**src/rtl/mmix_defs_pkg.sv**
```systemverilog
// Shared MMIX definitions used by the instruction front end.
// Contents:
//   fetch_t      - one fetched instruction (location, word, interrupt bits, resume flag)
//   SWYM         - opcode of the no-op used to carry a protection fault
//   PX_BIT/F_BIT - interrupt bit positions for execute-protection and fetch faults
//   pf_state_t   - prefetch controller states
//   make_fetch   - builds a fetch_t with resuming cleared
package mmix_defs;

  localparam logic [7:0] SWYM   = 8'hFD;
  localparam int         PX_BIT = 37;
  localparam int         F_BIT  = 40;

  localparam logic [1:0] SIZE_TETRA = 2'd2;
  localparam logic [1:0] SIZE_OCTA  = 2'd3;

  typedef struct packed {
    logic [63:0] loc;
    logic [31:0] inst;
    logic [63:0] interrupt;
    logic        resuming;
  } fetch_t;

  typedef enum logic [1:0] {
    PF_IDLE    = 2'd0,
    PF_READ    = 2'd1,
    PF_DISCARD = 2'd2,
    PF_HALT    = 2'd3
  } pf_state_t;

  function automatic fetch_t make_fetch(input logic [63:0] loc,
                                        input logic [31:0] inst,
                                        input logic [63:0] interrupt);
    fetch_t f;
    f.loc       = loc;
    f.inst      = inst;
    f.interrupt = interrupt;
    f.resuming  = 1'b0;
    return f;
  endfunction

endpackage

```
**src/rtl/fetch_fifo.sv**
```systemverilog
// Instruction queue between the fetch controller and the consumer.
// Ports:
//   clk, reset_n      - clock, asynchronous active-low reset
//   flush             - empties the queue; overrides push and pop that cycle
//   push0/data0       - first entry pushed this cycle
//   push1/data1       - second entry (only honoured together with push0)
//   pop               - consumer takes head; ignored while empty
//   head/head_valid   - oldest entry and its valid flag (combinational read)
//   count             - number of occupied entries, 0..DEPTH
module fetch_fifo
  import mmix_defs::*;
#(
  parameter int DEPTH = 4
) (
  input  logic                   clk,
  input  logic                   reset_n,
  input  logic                   flush,
  input  logic                   push0,
  input  fetch_t                 data0,
  input  logic                   push1,
  input  fetch_t                 data1,
  input  logic                   pop,
  output fetch_t                 head,
  output logic                   head_valid,
  output logic [$clog2(DEPTH):0] count
);

  localparam int PW = $clog2(DEPTH);
  localparam int CW = PW + 1;

  fetch_t        mem [DEPTH];
  logic [PW-1:0] rd_ptr_reg;
  logic [PW-1:0] wr_ptr_reg;
  logic [CW-1:0] count_reg;
  logic [PW-1:0] wr_ptr_p1;
  logic [1:0]    n_push;
  logic          do_pop;

  assign wr_ptr_p1 = wr_ptr_reg + PW'(1);
  assign n_push    = {1'b0, push0} + {1'b0, push0 & push1};
  assign do_pop    = pop && (count_reg != '0);

  // Storage carries no reset; only the pointers define what is valid.
  always_ff @(posedge clk) begin
    if (!flush) begin
      if (push0)          mem[wr_ptr_reg] <= data0;
      if (push0 && push1) mem[wr_ptr_p1]  <= data1;
    end
  end

  always_ff @(posedge clk or negedge reset_n) begin
    if (!reset_n) begin
      rd_ptr_reg <= '0;
      wr_ptr_reg <= '0;
      count_reg  <= '0;
    end else if (flush) begin
      rd_ptr_reg <= '0;
      wr_ptr_reg <= '0;
      count_reg  <= '0;
    end else begin
      wr_ptr_reg <= wr_ptr_reg + PW'(n_push);
      rd_ptr_reg <= rd_ptr_reg + PW'(do_pop);
      count_reg  <= count_reg + CW'(n_push) - CW'(do_pop);
    end
  end

  assign head       = mem[rd_ptr_reg];
  assign head_valid = (count_reg != '0);
  assign count      = count_reg;

endmodule

```
**src/rtl/prefetch_unit.sv**
```systemverilog
// Instruction prefetcher: walks the fetch pointer, issues tetra/octa memory
// reads, and queues fetched instructions (or a single fault entry) for the
// consumer.
// Ports:
//   clk, reset_n        - clock, asynchronous active-low reset
//   enable              - allows new memory requests to be issued
//   redirect/_ptr       - flush and restart fetching at redirect_ptr
//   head/head_valid     - oldest queued entry; head_pop consumes it
//   mem_address         - physical byte address of the current request
//   mem_datasize        - 2 = tetra, 3 = octa
//   mem_read            - request active, held until mem_done
//   mem_readdata        - big-endian read data
//   mem_done            - one-cycle completion strobe
module prefetch_unit
  import mmix_defs::*;
#(
  parameter int DEPTH      = 4,
  parameter int OCTA_FETCH = 1
) (
  input  logic        clk,
  input  logic        reset_n,
  input  logic        enable,
  input  logic        redirect,
  input  logic [63:0] redirect_ptr,
  output fetch_t      head,
  output logic        head_valid,
  input  logic        head_pop,
  output logic [63:0] mem_address,
  output logic [1:0]  mem_datasize,
  output logic        mem_read,
  input  logic [63:0] mem_readdata,
  input  logic        mem_done
);

  localparam int CW = $clog2(DEPTH) + 1;

  pf_state_t     state_reg, state_next;
  logic [63:0]   fp_reg, fp_next;
  logic [63:0]   addr_reg, addr_next;
  logic          push0, push1;
  fetch_t        data0, data1;
  logic [CW-1:0] count;
  logic [CW-1:0] free_slots;
  logic [CW-1:0] need_slots;
  logic          octa_pair;
  logic          fp_ok;

  // An octa read starting on an even tetra delivers two instructions and
  // therefore needs two free slots before it may be issued.
  assign octa_pair  = (OCTA_FETCH != 0) && !fp_reg[2];
  assign free_slots = CW'(DEPTH) - count;
  assign need_slots = octa_pair ? CW'(2) : CW'(1);
  assign fp_ok      = fp_reg[63] && (fp_reg[62:48] == '0);

  // State register
  always_ff @(posedge clk or negedge reset_n) begin
    if (!reset_n) begin
      state_reg <= PF_IDLE;
      fp_reg    <= '0;
      addr_reg  <= '0;
    end else begin
      state_reg <= state_next;
      fp_reg    <= fp_next;
      addr_reg  <= addr_next;
    end
  end

  // Next-state logic
  always_comb begin
    state_next = state_reg;
    fp_next    = fp_reg;
    addr_next  = addr_reg;
    push0      = 1'b0;
    push1      = 1'b0;
    data0      = '0;
    data1      = '0;

    case (state_reg)
      PF_IDLE: begin
        if (fp_ok) begin
          if (enable && (free_slots >= need_slots)) begin
            addr_next  = (OCTA_FETCH != 0) ? {16'h0, fp_reg[47:3], 3'b000}
                                           : {16'h0, fp_reg[47:0]};
            state_next = PF_READ;
          end
        end else if (free_slots != '0) begin
          push0 = 1'b1;
          if (fp_reg[63]) begin
            // Unimplemented high address bits: deliver a protection fault
            data0 = make_fetch(fp_reg, {SWYM, 24'h0}, 64'd1 << PX_BIT);
          end else begin
            data0     = make_fetch(fp_reg, 32'h0, 64'd1 << F_BIT);
            addr_next = fp_reg;
          end
          state_next = PF_HALT;
        end
      end
      PF_READ: begin
        if (mem_done) begin
          push0      = 1'b1;
          state_next = PF_IDLE;
          if (octa_pair) begin
            push1   = 1'b1;
            data0   = make_fetch(fp_reg, mem_readdata[63:32], 64'h0);
            data1   = make_fetch(fp_reg + 64'd4, mem_readdata[31:0], 64'h0);
            fp_next = fp_reg + 64'd8;
          end else begin
            // Odd tetra of an octa, or a tetra read: low word holds it
            data0   = make_fetch(fp_reg, mem_readdata[31:0], 64'h0);
            fp_next = fp_reg + 64'd4;
          end
        end
      end
      PF_DISCARD: begin
        if (mem_done) state_next = PF_IDLE;
      end
      PF_HALT: begin
        state_next = PF_HALT;
      end
      default: begin
        state_next = PF_IDLE;
      end
    endcase

    // Redirect wins over everything above. A bus request in flight cannot be
    // cancelled, so it is drained in DISCARD unless it completes right now.
    if (redirect) begin
      push0     = 1'b0;
      push1     = 1'b0;
      fp_next   = redirect_ptr;
      addr_next = addr_reg;
      if (((state_reg == PF_READ) || (state_reg == PF_DISCARD)) && !mem_done)
        state_next = PF_DISCARD;
      else
        state_next = PF_IDLE;
    end
  end

  // Output logic
  always_comb begin
    mem_read     = (state_reg == PF_READ) || (state_reg == PF_DISCARD);
    mem_address  = addr_reg;
    mem_datasize = (OCTA_FETCH != 0) ? SIZE_OCTA : SIZE_TETRA;
  end

  fetch_fifo #(
    .DEPTH(DEPTH)
  ) u_fifo (
    .clk       (clk),
    .reset_n   (reset_n),
    .flush     (redirect),
    .push0     (push0),
    .data0     (data0),
    .push1     (push1),
    .data1     (data1),
    .pop       (head_pop),
    .head      (head),
    .head_valid(head_valid),
    .count     (count)
  );

endmodule

```
**config.mk**
```make
export PLATFORM = sky130hd
export DESIGN_NAME = prefetch_unit
export DESIGN_NICKNAME = d
export VERILOG_FILES = /design/src/rtl/mmix_defs_pkg.sv /design/src/rtl/fetch_fifo.sv /design/src/rtl/prefetch_unit.sv
export SDC_FILE = /design/constraint.sdc
export NUM_CORES = 1
export LEC_CHECK = 0
export CORE_MARGIN = 3
export CORE_UTILIZATION = 45
export CTS_CLUSTER_SIZE = 10
export DETAILED_ROUTE_END_ITERATION = 16
export MAX_ROUTING_LAYER = met4
export PLACE_DENSITY = 0.8
export SLEW_MARGIN = 0
export SYNTH_ARGS = -nofsm -noshare
export SYNTH_HDL_FRONTEND = slang
export SYNTH_SLANG_ARGS = --single-unit
```
**constraint.sdc**
```tcl
create_clock -name clk -period 13.1 [get_ports clk]
set_input_delay 1.31 -clock clk [delete_from_list [all_inputs] [get_ports clk]]
set_output_delay 1.31 -clock clk [all_outputs]
set_load 0.005 [all_outputs]
```
==> flow_metrics.tcl <==
set metrics [dict create \
    outcome "complete, no violations" \
    wire_per_inst_um 23.1 \
    yosysWarnings 0 \
    hold_violations 0 \
    synthTopCellsByCount "edfxtp_1 (384), and2_1 (238), dfrtp_1 (136), clkbuf_1 (106), a22o_1 (103)" \
    place.detailed.hpwl_mm 42.8 \
    grt_max_degree 109 \
    cts_num_sinks 528 \
    seq_area_frac_synth_pct 60.2 \
    largest_reg_flops 392 \
    p_seq_share_pct 42.3 \
    syn_area_mm2 0.0251 \
    dp_slack_ps 7820 \
    syn-instance-count 1845 \
    firstDrtPassIters 6 \
    finClkSkew_ps 17.0 \
    cts_buffers 60 \
    utilization_pct 55.3 \
    endpoint_kind "register" \
    worstPathArrival_ps 5220 \
    clkSlewWorstSetupHoldPaths_ps 60 \
    dieWidth_um 242 \
    drc 0 \
    slowest_stage "a22oi_1" \
    p_comb_share_pct 30.8 \
    post-route-min-period_ps 4870 \
    power_mw 5.64 \
    wirelength_mm 66.3 \
    synth.avg_cell_area_um2 13.6 \
    synth_top_area_share_pct 46.0 \
    path_class "reg -> reg" \
    worstRegToRegCells 6 \
    grt_overflow 0 \
    rsz0062_at_grt "false" \
    start_util_pct 46.0 \
    clockRootBuffer "clkbuf_16" \
    grtUsageTotal_pct 23.0 \
    post_cts_resized 0 \
    holdPathEnd "u_fifo.mem[3][41]$_SDFFE_PP0N_" \
    hold_depth 2 \
    drive_above_1_share_pct 13.6 \
    setup_viol 0 \
    p_int_mw 4.01 \
    reg2reg_from "fp_reg[50]$_DFFE_PN0P_" \
    p_per_area_mw_per_mm2 187 \
    tightest_slew_ps 1370 \
    placement_rows 85 \
    cap_viol_max_count 0 \
    synth_most_common_cell "edfxtp_1" \
    required_ps 13450 \
    p_sw_share_pct 28.9 \
    power.leakage_nw 10.7 \
    ir_drop_uv 106 \
    synth-edff-count 384 \
    grt_pass1_wl_mm 102 \
    core_area_mm2 0.0545 \
    drt-vias-per-instance 5.73 \
    cts_setup_buffers 0 \
    synth-seq-cells 528 \
    fmax_ghz 0.205 \
    clk_latency_ps 610 \
    tritoncts "done" \
    path_cells "nor4_1 -> nand4_1 -> a22oi_1 -> nand2b_4 -> buf_4 -> and2_1" \
    gp_congestion 0.875 \
    slowest_delay_ps 990 \
    ctsHoldBuffers 0 \
    r2r_setup_slack_ps 8230 \
    h-tree-depth 2 \
    synth_cell_type_count 63 \
    finalWorstSetupSlack_ps 8230 \
    async_flop_share_pct 25.8 \
    grt_pass1_vias 16600 \
    finalCritPeriodShare_pct 37.2 \
    report.final.slew_viol_count 0 \
    hp-start "u_fifo.mem[3][41]$_SDFFE_PP0N_" \
    min_path_type "reg -> reg" \
    fin_nets 2224 \
    pwr-share-clk_pct 26.9 \
    post-synth-top-area-cell "edfxtp_1" \
    r2r_end "u_fifo.mem[0][103]$_DFFE_PP_" \
    dieArea_mm2 0.0586 \
    ant_nets 0 \
    design.portCount 363 \
    clockBufferDepth 3 \
    critPathLaunchType "register" \
    drt_iter0_markers 1731 \
    tns_ps 0 \
    antenna_found_initial 4 \
    die_y_um 242 \
    path_max_fanout 83 \
    synth_area_leaders "edfxtp_1 (46%), dfrtp_1 (14%), mux4_2 (8.8%)" \
    portBuffers 296 \
    vias 16400 \
    slew_headroom_pct 8.32 \
    p_sw_mw 1.63 \
    area_growth_pct 20.1 \
    synth_top_flop_cell "edfxtp_1" \
]
## placed cells by master (no fill, tap or decap), types with 14 or more instances in the layout
cell type and count:
nor4_1 23, nor2b_1 16, mux4_2 98, and2_1 238
conb_1 66, a21oi_1 19, o21ai_0 66, buf_4 24
nor3_1 29, nand2_1 99, dfrtp_1 134, inv_1 21
xor2_1 17, ha_1 14, clkdlybuf4s50_1 294, clkbuf_16 61
mux2_2 71, edfxtp_1 384, clkbuf_1 46, nand4_1 25
xnor2_1 27, nand3_1 34, a22o_1 103, nor2_1 61
## logic make-up (layout without fill, tap and decap cells)
group / count (synthesis) / count (layout) / share of synthesized area (%)
DFF: 528 / 528 / 60.2
adders and majority gates: 15 / 15 / 0.779
buffers and inverters: 238 / 454 / 4.71
xor gates and xnor gates: 44 / 44 / 1.54
muxes: 175 / 175 / 12.2
other: 2 / 71 / 0.0300
and+or+nand+nor: 593 / 593 / 13.3
AOI/OAI and AO/OA: 250 / 250 / 7.19
## through the flow
step | cells | hold WS [ps] | cell area [um2]
2_1_floorplan | 1909 | 440 | 25300
3_3_place_gp | 2752 | 472 | 28300
3_5_place_dp | 2752 | 464 | 28300
4_1_cts | 2864 | 471 | 30100
5_1_grt | 2868 | 518 | 30100
6_report | 2869 | 477 | 30100
## layer usage
| metal | vias to the layer above | track usage [%] | routed length (um) |
|---|---|---|---|
| met5 | - | - | 0 |
| met2 | 814 | 36.7 | 32100 |
| li1 | 7235 | - | - |
| met1 | 8284 | 30.3 | 26600 |
| met4 | 0 | 5.66 | 1340 |
| met3 | 96 | 5.09 | 6280 |
## how the worst max path moves through the flow
stage,start,endpoint,slack (ps)
detailed placement,mem_done,u_fifo.mem[0][106]$_DFFE_PP_,7820
CTS,u_fifo.rd_ptr_reg[0]$_DFF_PN0_,head[122],8190
global placement,mem_done,u_fifo.mem[0][98]$_DFFE_PP_,7950
floorplan,mem_done,u_fifo.mem[0][100]$_DFFE_PP_,7370
finish,fp_reg[50]$_DFFE_PN0P_,u_fifo.mem[0][103]$_DFFE_PP_,8230
global route,fp_reg[50]$_DFFE_PN0P_,u_fifo.mem[0][98]$_DFFE_PP_,8000
## power by group through the flow
stage | Sequential [mW] | Clock (mW) | Combinational, mW
after global placement | 2.40 | 0 | 1.73
after floorplan | 2.32 | 0 | 0.919
after detailed placement | 2.42 | 0 | 1.76
after global routing | 2.43 | 1.62 | 1.87
final | 2.38 | 1.52 | 1.74
after CTS | 2.39 | 1.55 | 1.77
## area by class of cell
cell class	instances	area [um2]
fill	4365	24400
sequential	528	15100
multi-input combinational	1143	9080
timing repair buffer	319	3130
clock buffer	110	1740
tap	739	925
inverter	23	91.3
antenna	5	12.5
clock inverter	2	10.0
## critical path: cells and delay by family, from the launching register on
| family | cells | cell delay, ps |
|---|---|---|
| DFF | 1 | 570 |
| AOI/OAI and AO/OA | 1 | 990 |
| buffers and inverters | 1 | 640 |
| and+or+nand+nor | 4 | 2210 |
No activity file was read; power rests on OpenSTA's default activity.
